### src/rtl/ahb_master_ctrl_if.sv
// Requester command/response channel and AHB master-side bus signals of ahb_master_ctrl.
// Handshake: a command transfers on a rising edge where req_valid && req_ready; rsp_valid is a one-cycle pulse with no back-pressure.
interface ahb_master_ctrl_if;
   logic        req_valid;
   logic        req_ready;
   logic        req_write;
   logic [31:0] req_addr;
   logic [31:0] req_wdata;
   logic        rsp_valid;
   logic [31:0] rsp_rdata;
   logic        rsp_err;
   logic        hbusreq;
   logic        hgrant;
   logic [31:0] haddr;
   logic        hwrite;
   logic [1:0]  htrans;
   logic [2:0]  hsize;
   logic [2:0]  hburst;
   logic [31:0] hwdata;
   logic [31:0] hrdata;
   logic        hready;
   logic [1:0]  hresp;

   modport master (
      input  req_valid, req_write, req_addr, req_wdata,
      input  hgrant, hrdata, hready, hresp,
      output req_ready, rsp_valid, rsp_rdata, rsp_err,
      output hbusreq, haddr, hwrite, htrans, hsize, hburst, hwdata
   );

   modport slave (
      output req_valid, req_write, req_addr, req_wdata,
      output hgrant, hrdata, hready, hresp,
      input  req_ready, rsp_valid, rsp_rdata, rsp_err,
      input  hbusreq, haddr, hwrite, htrans, hsize, hburst, hwdata
   );
endinterface

### src/rtl/ahb_master_ctrl.sv
// Single-transfer AHB master: arbitrates, runs address/data phases, handles wait states
// and two-cycle ERROR/RETRY/SPLIT responses with a bounded re-issue count.
module ahb_master_ctrl #(
   parameter int unsigned MAX_RETRY = 4
) (
   input  logic              hclk,
   input  logic              hreset,
   ahb_master_ctrl_if.master bus,
   output logic [2:0]        dbg_state_o
);

   typedef enum logic [2:0] {
      S_IDLE  = 3'd0,
      S_REQ   = 3'd1,
      S_ADDR  = 3'd2,
      S_DATA  = 3'd3,
      S_RESP2 = 3'd4
   } state_t;

   localparam logic [1:0] TRANS_IDLE   = 2'b00;
   localparam logic [1:0] TRANS_NONSEQ = 2'b10;
   localparam logic [1:0] RESP_OKAY    = 2'b00;
   localparam logic [1:0] RESP_ERROR   = 2'b01;
   localparam logic [3:0] MAX_RETRY_C  = 4'(MAX_RETRY);

   state_t      state_q;
   logic        cmd_write_q;
   logic [31:0] cmd_addr_q;
   logic [31:0] cmd_wdata_q;
   logic [3:0]  retry_cnt_q;
   logic [1:0]  resp_q;
   logic        req_ready_q;
   logic        hbusreq_q;
   logic [1:0]  htrans_q;
   logic [31:0] haddr_q;
   logic        hwrite_q;
   logic [31:0] hwdata_q;
   logic        rsp_valid_q;
   logic [31:0] rsp_rdata_q;
   logic        rsp_err_q;

   always_ff @(posedge hclk or posedge hreset) begin
      if (hreset) begin
         state_q     <= S_IDLE;
         cmd_write_q <= 1'b0;
         cmd_addr_q  <= '0;
         cmd_wdata_q <= '0;
         retry_cnt_q <= '0;
         resp_q      <= RESP_OKAY;
         req_ready_q <= 1'b1;
         hbusreq_q   <= 1'b0;
         htrans_q    <= TRANS_IDLE;
         haddr_q     <= '0;
         hwrite_q    <= 1'b0;
         hwdata_q    <= '0;
         rsp_valid_q <= 1'b0;
         rsp_rdata_q <= '0;
         rsp_err_q   <= 1'b0;
      end else begin
         rsp_valid_q <= 1'b0;
         case (state_q)
            S_IDLE: begin
               if (bus.req_valid) begin
                  cmd_write_q <= bus.req_write;
                  cmd_addr_q  <= bus.req_addr;
                  cmd_wdata_q <= bus.req_wdata;
                  retry_cnt_q <= '0;
                  req_ready_q <= 1'b0;
                  hbusreq_q   <= 1'b1;
                  state_q     <= S_REQ;
               end
            end
            S_REQ: begin
               if (bus.hgrant && bus.hready) begin
                  htrans_q  <= TRANS_NONSEQ;
                  haddr_q   <= cmd_addr_q;
                  hwrite_q  <= cmd_write_q;
                  hbusreq_q <= 1'b0;
                  state_q   <= S_ADDR;
               end
            end
            S_ADDR: begin
               if (bus.hready) begin
                  htrans_q <= TRANS_IDLE;
                  hwdata_q <= cmd_write_q ? cmd_wdata_q : 32'h0;
                  state_q  <= S_DATA;
               end
            end
            S_DATA: begin
               if (bus.hready) begin
                  // A single-cycle non-OKAY response is malformed; report it as an error.
                  state_q     <= S_IDLE;
                  req_ready_q <= 1'b1;
                  rsp_valid_q <= 1'b1;
                  rsp_err_q   <= (bus.hresp != RESP_OKAY);
                  rsp_rdata_q <= (!cmd_write_q && bus.hresp == RESP_OKAY) ? bus.hrdata : 32'h0;
               end else if (bus.hresp != RESP_OKAY) begin
                  resp_q  <= bus.hresp;
                  state_q <= S_RESP2;
               end
            end
            S_RESP2: begin
               if (bus.hready) begin
                  if (resp_q != RESP_ERROR && retry_cnt_q < MAX_RETRY_C) begin
                     retry_cnt_q <= retry_cnt_q + 4'd1;
                     hbusreq_q   <= 1'b1;
                     state_q     <= S_REQ;
                  end else begin
                     state_q     <= S_IDLE;
                     req_ready_q <= 1'b1;
                     rsp_valid_q <= 1'b1;
                     rsp_err_q   <= 1'b1;
                     rsp_rdata_q <= 32'h0;
                  end
               end
            end
            default: begin
               state_q     <= S_IDLE;
               req_ready_q <= 1'b1;
               hbusreq_q   <= 1'b0;
               htrans_q    <= TRANS_IDLE;
            end
         endcase
      end
   end

   assign bus.req_ready = req_ready_q;
   assign bus.rsp_valid = rsp_valid_q;
   assign bus.rsp_rdata = rsp_rdata_q;
   assign bus.rsp_err   = rsp_err_q;
   assign bus.hbusreq   = hbusreq_q;
   assign bus.haddr     = haddr_q;
   assign bus.hwrite    = hwrite_q;
   assign bus.htrans    = htrans_q;
   assign bus.hsize     = 3'b010;
   assign bus.hburst    = 3'b000;
   assign bus.hwdata    = hwdata_q;
   assign dbg_state_o   = state_q;

endmodule

### src/flat_wrapper.sv
// flat-port wrapper written by rule: the top's interface ports become plain ports
module ahb_master_ctrl_flat 
#(
   parameter int unsigned MAX_RETRY = 4
)
  (hclk, hreset, dbg_state_o, bus_req_valid, bus_req_write, bus_req_addr, bus_req_wdata, bus_hgrant, bus_hrdata, bus_hready, bus_hresp, bus_req_ready, bus_rsp_valid, bus_rsp_rdata, bus_rsp_err, bus_hbusreq, bus_haddr, bus_hwrite, bus_htrans, bus_hsize, bus_hburst, bus_hwdata);
  ahb_master_ctrl_if bus_i ();
  input  logic hclk;
  input  logic hreset;
  output logic [2:0] dbg_state_o;
  input wire logic [$bits(bus_i.req_valid)-1:0] bus_req_valid;
  input wire logic [$bits(bus_i.req_write)-1:0] bus_req_write;
  input wire logic [$bits(bus_i.req_addr)-1:0] bus_req_addr;
  input wire logic [$bits(bus_i.req_wdata)-1:0] bus_req_wdata;
  input wire logic [$bits(bus_i.hgrant)-1:0] bus_hgrant;
  input wire logic [$bits(bus_i.hrdata)-1:0] bus_hrdata;
  input wire logic [$bits(bus_i.hready)-1:0] bus_hready;
  input wire logic [$bits(bus_i.hresp)-1:0] bus_hresp;
  output wire logic [$bits(bus_i.req_ready)-1:0] bus_req_ready;
  output wire logic [$bits(bus_i.rsp_valid)-1:0] bus_rsp_valid;
  output wire logic [$bits(bus_i.rsp_rdata)-1:0] bus_rsp_rdata;
  output wire logic [$bits(bus_i.rsp_err)-1:0] bus_rsp_err;
  output wire logic [$bits(bus_i.hbusreq)-1:0] bus_hbusreq;
  output wire logic [$bits(bus_i.haddr)-1:0] bus_haddr;
  output wire logic [$bits(bus_i.hwrite)-1:0] bus_hwrite;
  output wire logic [$bits(bus_i.htrans)-1:0] bus_htrans;
  output wire logic [$bits(bus_i.hsize)-1:0] bus_hsize;
  output wire logic [$bits(bus_i.hburst)-1:0] bus_hburst;
  output wire logic [$bits(bus_i.hwdata)-1:0] bus_hwdata;
  assign bus_i.req_valid = bus_req_valid;
  assign bus_i.req_write = bus_req_write;
  assign bus_i.req_addr = bus_req_addr;
  assign bus_i.req_wdata = bus_req_wdata;
  assign bus_i.hgrant = bus_hgrant;
  assign bus_i.hrdata = bus_hrdata;
  assign bus_i.hready = bus_hready;
  assign bus_i.hresp = bus_hresp;
  assign bus_req_ready = bus_i.req_ready;
  assign bus_rsp_valid = bus_i.rsp_valid;
  assign bus_rsp_rdata = bus_i.rsp_rdata;
  assign bus_rsp_err = bus_i.rsp_err;
  assign bus_hbusreq = bus_i.hbusreq;
  assign bus_haddr = bus_i.haddr;
  assign bus_hwrite = bus_i.hwrite;
  assign bus_htrans = bus_i.htrans;
  assign bus_hsize = bus_i.hsize;
  assign bus_hburst = bus_i.hburst;
  assign bus_hwdata = bus_i.hwdata;
  ahb_master_ctrl #(.MAX_RETRY(MAX_RETRY)) u_core (.hclk(hclk), .hreset(hreset), .bus(bus_i), .dbg_state_o(dbg_state_o));
endmodule
### config.mk
export PLATFORM = sky130hd
export DESIGN_NAME = ahb_master_ctrl_flat
export DESIGN_NICKNAME = d
export VERILOG_FILES = /design/src/rtl/ahb_master_ctrl_if.sv /design/src/rtl/ahb_master_ctrl.sv /design/src/flat_wrapper.sv
export SDC_FILE = /design/constraint.sdc
export NUM_CORES = 1
export LEC_CHECK = 0
export ABC_CLOCK_PERIOD_IN_PS = 6400
export BUFFER_PORTS_ARGS = -buffer_cell sky130_fd_sc_hd__buf_2
export CELL_PAD_IN_SITES_DETAIL_PLACEMENT = 0
export CELL_PAD_IN_SITES_GLOBAL_PLACEMENT = 1
export CORE_AREA = 2 2 143 145
export CTS_CLUSTER_SIZE = 20
export DETAILED_ROUTE_END_ITERATION = 16
export DIE_AREA = 0 0 145 147
export GPL_TIMING_DRIVEN = 0
export PLACE_DENSITY_LB_ADDON = 0.1
export SKIP_LAST_GASP = 1
export SYNTH_ARGS = -nofsm -noshare
export SYNTH_HDL_FRONTEND = slang
export SYNTH_SLANG_ARGS = --single-unit
### constraint.sdc
create_clock -name hclk -period 6.4 [get_ports hclk]
set_clock_uncertainty 0.2 [all_clocks]
set_input_delay 0.32 -clock hclk [delete_from_list [all_inputs] [get_ports hclk]]
set_output_delay 0.32 -clock hclk [all_outputs]
set_load 0.1 [all_outputs]
==> flow_summary.toml <==
[status]
status = "completed"

[detailed_routing]
drt_iter0_markers = 240
totalWireLength_mm = 17.99
wire_per_inst_um = 14.29
viasPerCell = 4.429
drtPass1Iterations = 4
vias = 5576
drc = 0
ant_nets = 0

[timing]
finalCritPeriodShare_pct = 33.84
rsz0062_at_grt = "no"
hold_viol = 0
setup_ws_ns = 4.234
setup_viol = 0
tightest_slew_ns = 0.5952
period_needed_ns = 2.166
slew_headroom_pct = 60.32
fmax_mhz = 461.7
maxSlewViolCount = 0

[synth]
synthFlopType = "dfrtp_1"
avgSynthCellArea_um2 = 10.66
synthCells = 643
ys_warn_count = 0
synth_edf_count = 0
postSynth.asyncResetShare_pct = 100.0
synth_cell_types = 35
synth_area_um2 = 6857
ys_ff_latch = 176
seq_area_frac_synth_pct = 64.25

[die]
pin_count = 216
die_area_um2 = 21320
fp.dieH_um = 147
rows = 52
initial_core_util_pct = 34.55
die_w_um = 145
core_area_um2 = 19840

[min_path]
holdCritPathClass = "in2reg"
min_to = "u_core.dbg_state_o[1]$_DFFE_PP0P_"
worstHoldStart = "bus_hgrant"
min_delay_path_depth = 3

[finish]
finalNetCount = 1081
area_delta_synth_final_pct = 44.67
drive_gt1_share_pct = 31.04
insertedDiodeCount = 0
seqCellArea_um2 = 4405
nFillCells = 1892
stdcell_count = 1259
fin_area_um2 = 9920
multi_input_area_um2 = 2203
final_util_pct = 49.99

[worst_setup_path]
worst_ep_arrival_time_ns = 2.33
regToRegSetupSlack_ns = 4.23
slowest_stage = "nor4b_2"
r2r-start = "u_core.dbg_state_o[0]$_DFFE_PP0P_"
r2r-end = "u_core.cmd_addr_q[4]$_DFFE_PP0P_"
critPathRequiredTime_ns = 6.56
start_kind = "register"
critPathMaxFanout = 10
path_depth = 6
worstPathCellList = "buf_2 -> nor4b_2 -> buf_2 -> buf_2 -> nand2_1 -> nand2_1"
r2r_cells = 6
cp_top_family = "buffers and inverters"
slowest_delay_ns = 0.50
path_class = "reg2reg"
end_kind = "register"
cpMostUsedCell = "buf_2"
path_buf_inv = 3

[cts]
cts_root_buf = "clkbuf_16"
clk_pin_slew_ns = 0.07
cts.sinks = 176
cts_buffers = 17
clk_latency_ns = 0.42
cts_max_level = 4
cts_tree = "yes"
cts_resized = 0
holdBufCountCts = 100
post_cts_buffers = 0
clockBufferDepth = 2

[place]
gp_congestion = 0.7400
dp_hpwl_mm = 12.33
numPortBuffers = 208
placed_cell_area_um2 = 8289
placed_cells = 1127
dp_slack_ns = 4.169

[grt]
grt_pass1_wl_mm = 29.72
grt_overflow_total = 0
track_usage_pct = 17.62
grt_pass1_vias = 5803
grt_max_degree = 113
antenna_found_initial = 0

[run]
maxCapViolations = 0
-- through the flow --
| stage | hold WS, ns | TNS, ns |
|---|---|---|
| 2_1_floorplan | 0.2254 | 0 |
| 3_3_place_gp | 0.2535 | -124.11 |
| 3_5_place_dp | 0.1862 | 0 |
| 4_1_cts | 0.01456 | 0 |
| 5_1_grt | 0.02233 | 0 |
| 6_report | 0.04836 | 0 |
-- Yosys cell counts, types with 3 or more instances --
master    count  area (um2)
o21ai_0      39       195.2
dfrtp_1     175        4379
nor2_1        6       22.52
a22o_1       34       297.8
nor3_1        3       15.01
nand2_1     264       991.0
nand2b_1      4       25.02
mux2_2       35       394.1
nor2b_1       3       18.77
buf_2        12       60.06
a21oi_1       8       40.04
buf_4         7       52.55
clkbuf_1     19       71.32
inv_1         4       15.01
buf_6         6       67.56
-- placed cells by master (no fill, tap or decap), types with 4 or more instances in the layout --
cell type and instances:
nand2b_1 4, clkbuf_16 17, nand2_1 264, buf_4 7, nor2_1 6, conb_1 7, clkbuf_1 20, a22o_1 34
bufinv_16 4, buf_6 6, o21ai_0 39, dfrtp_1 175, dlygate4sd3_1 100, a21oi_1 8, buf_2 220, mux2_2 35
inv_6 5
-- state kept, by name, indices dropped and copies added (netlist names), 2 cells and up --
name and cells:
u_core.bus.hwdata 32, u_core.cmd_addr_q 32, u_core.retry_cnt_q 4, u_core.cmd_wdata_q 32, u_core.bus.haddr 32, u_core.bus.rsp_rdata 32
u_core.dbg_state_o 3, u_core.resp_q 2
-- worst min-delay path, cell delays in order --
cell     delay [ns]
buf_2          0.12
a32oi_1        0.10
nor2_1         0.09
-- kinds of logic after synthesis --
logic type | synth area share (%)
AO/OA/AOI/OAI | 8.924
flip-flops | 64.25
AND/OR/NAND/NOR | 16.90
multiplexers | 5.748
other | 0.1095
buffers and inverters | 3.887
adder cells (fa/ha/maj) | 0.1825
-- cell type report --
type                            instances  share of cell area [%]
Sequential cell                       176                   44.41
Multi-Input combinational cell        424                   22.21
Timing Repair Buffer                  309                   20.86
Clock buffer                           18                   4.326
Tap cell                              270                   3.406
Buffer                                 44                   2.535
Clock inverter                         14                   2.018
Inverter                                4                  0.2270
-- worst max-delay path by stage --
stage / start / to / slack, ns
floorplan: hreset / u_core.bus.haddr[0]$_DFFE_PP0P_ / 1.11
CTS: u_core.dbg_state_o[0]$_DFFE_PP0P_ / u_core.cmd_addr_q[8]$_DFFE_PP0P_ / 4.15
finish: u_core.dbg_state_o[0]$_DFFE_PP0P_ / u_core.cmd_addr_q[4]$_DFFE_PP0P_ / 4.23
detailed placement: u_core.dbg_state_o[0]$_DFFE_PP0P_ / u_core.cmd_addr_q[8]$_DFFE_PP0P_ / 4.17
global route: u_core.dbg_state_o[0]$_DFFE_PP0P_ / u_core.cmd_addr_q[2]$_DFFE_PP0P_ / 4.06
global placement: hreset / u_core.bus.hwdata[13]$_DFFE_PP0P_ / -0.72
-- per-layer routing --
| layer | track usage, % | vias up | part of all wire [%] |
|---|---|---|---|
| met1 | 21.26 | 2657 | 43 |
| met4 | 6.089 | 0 | 1.8 |
| met2 | 30.76 | 138 | 50 |
| li1 | - | 2755 | - |
| met5 | 0 | - | 0 |
| met3 | 4.534 | 26 | 5.0 |
Power is left out: the tool's default activity adds up to more than one toggle a clock period on the data nets, which glitch-free logic cannot reach.
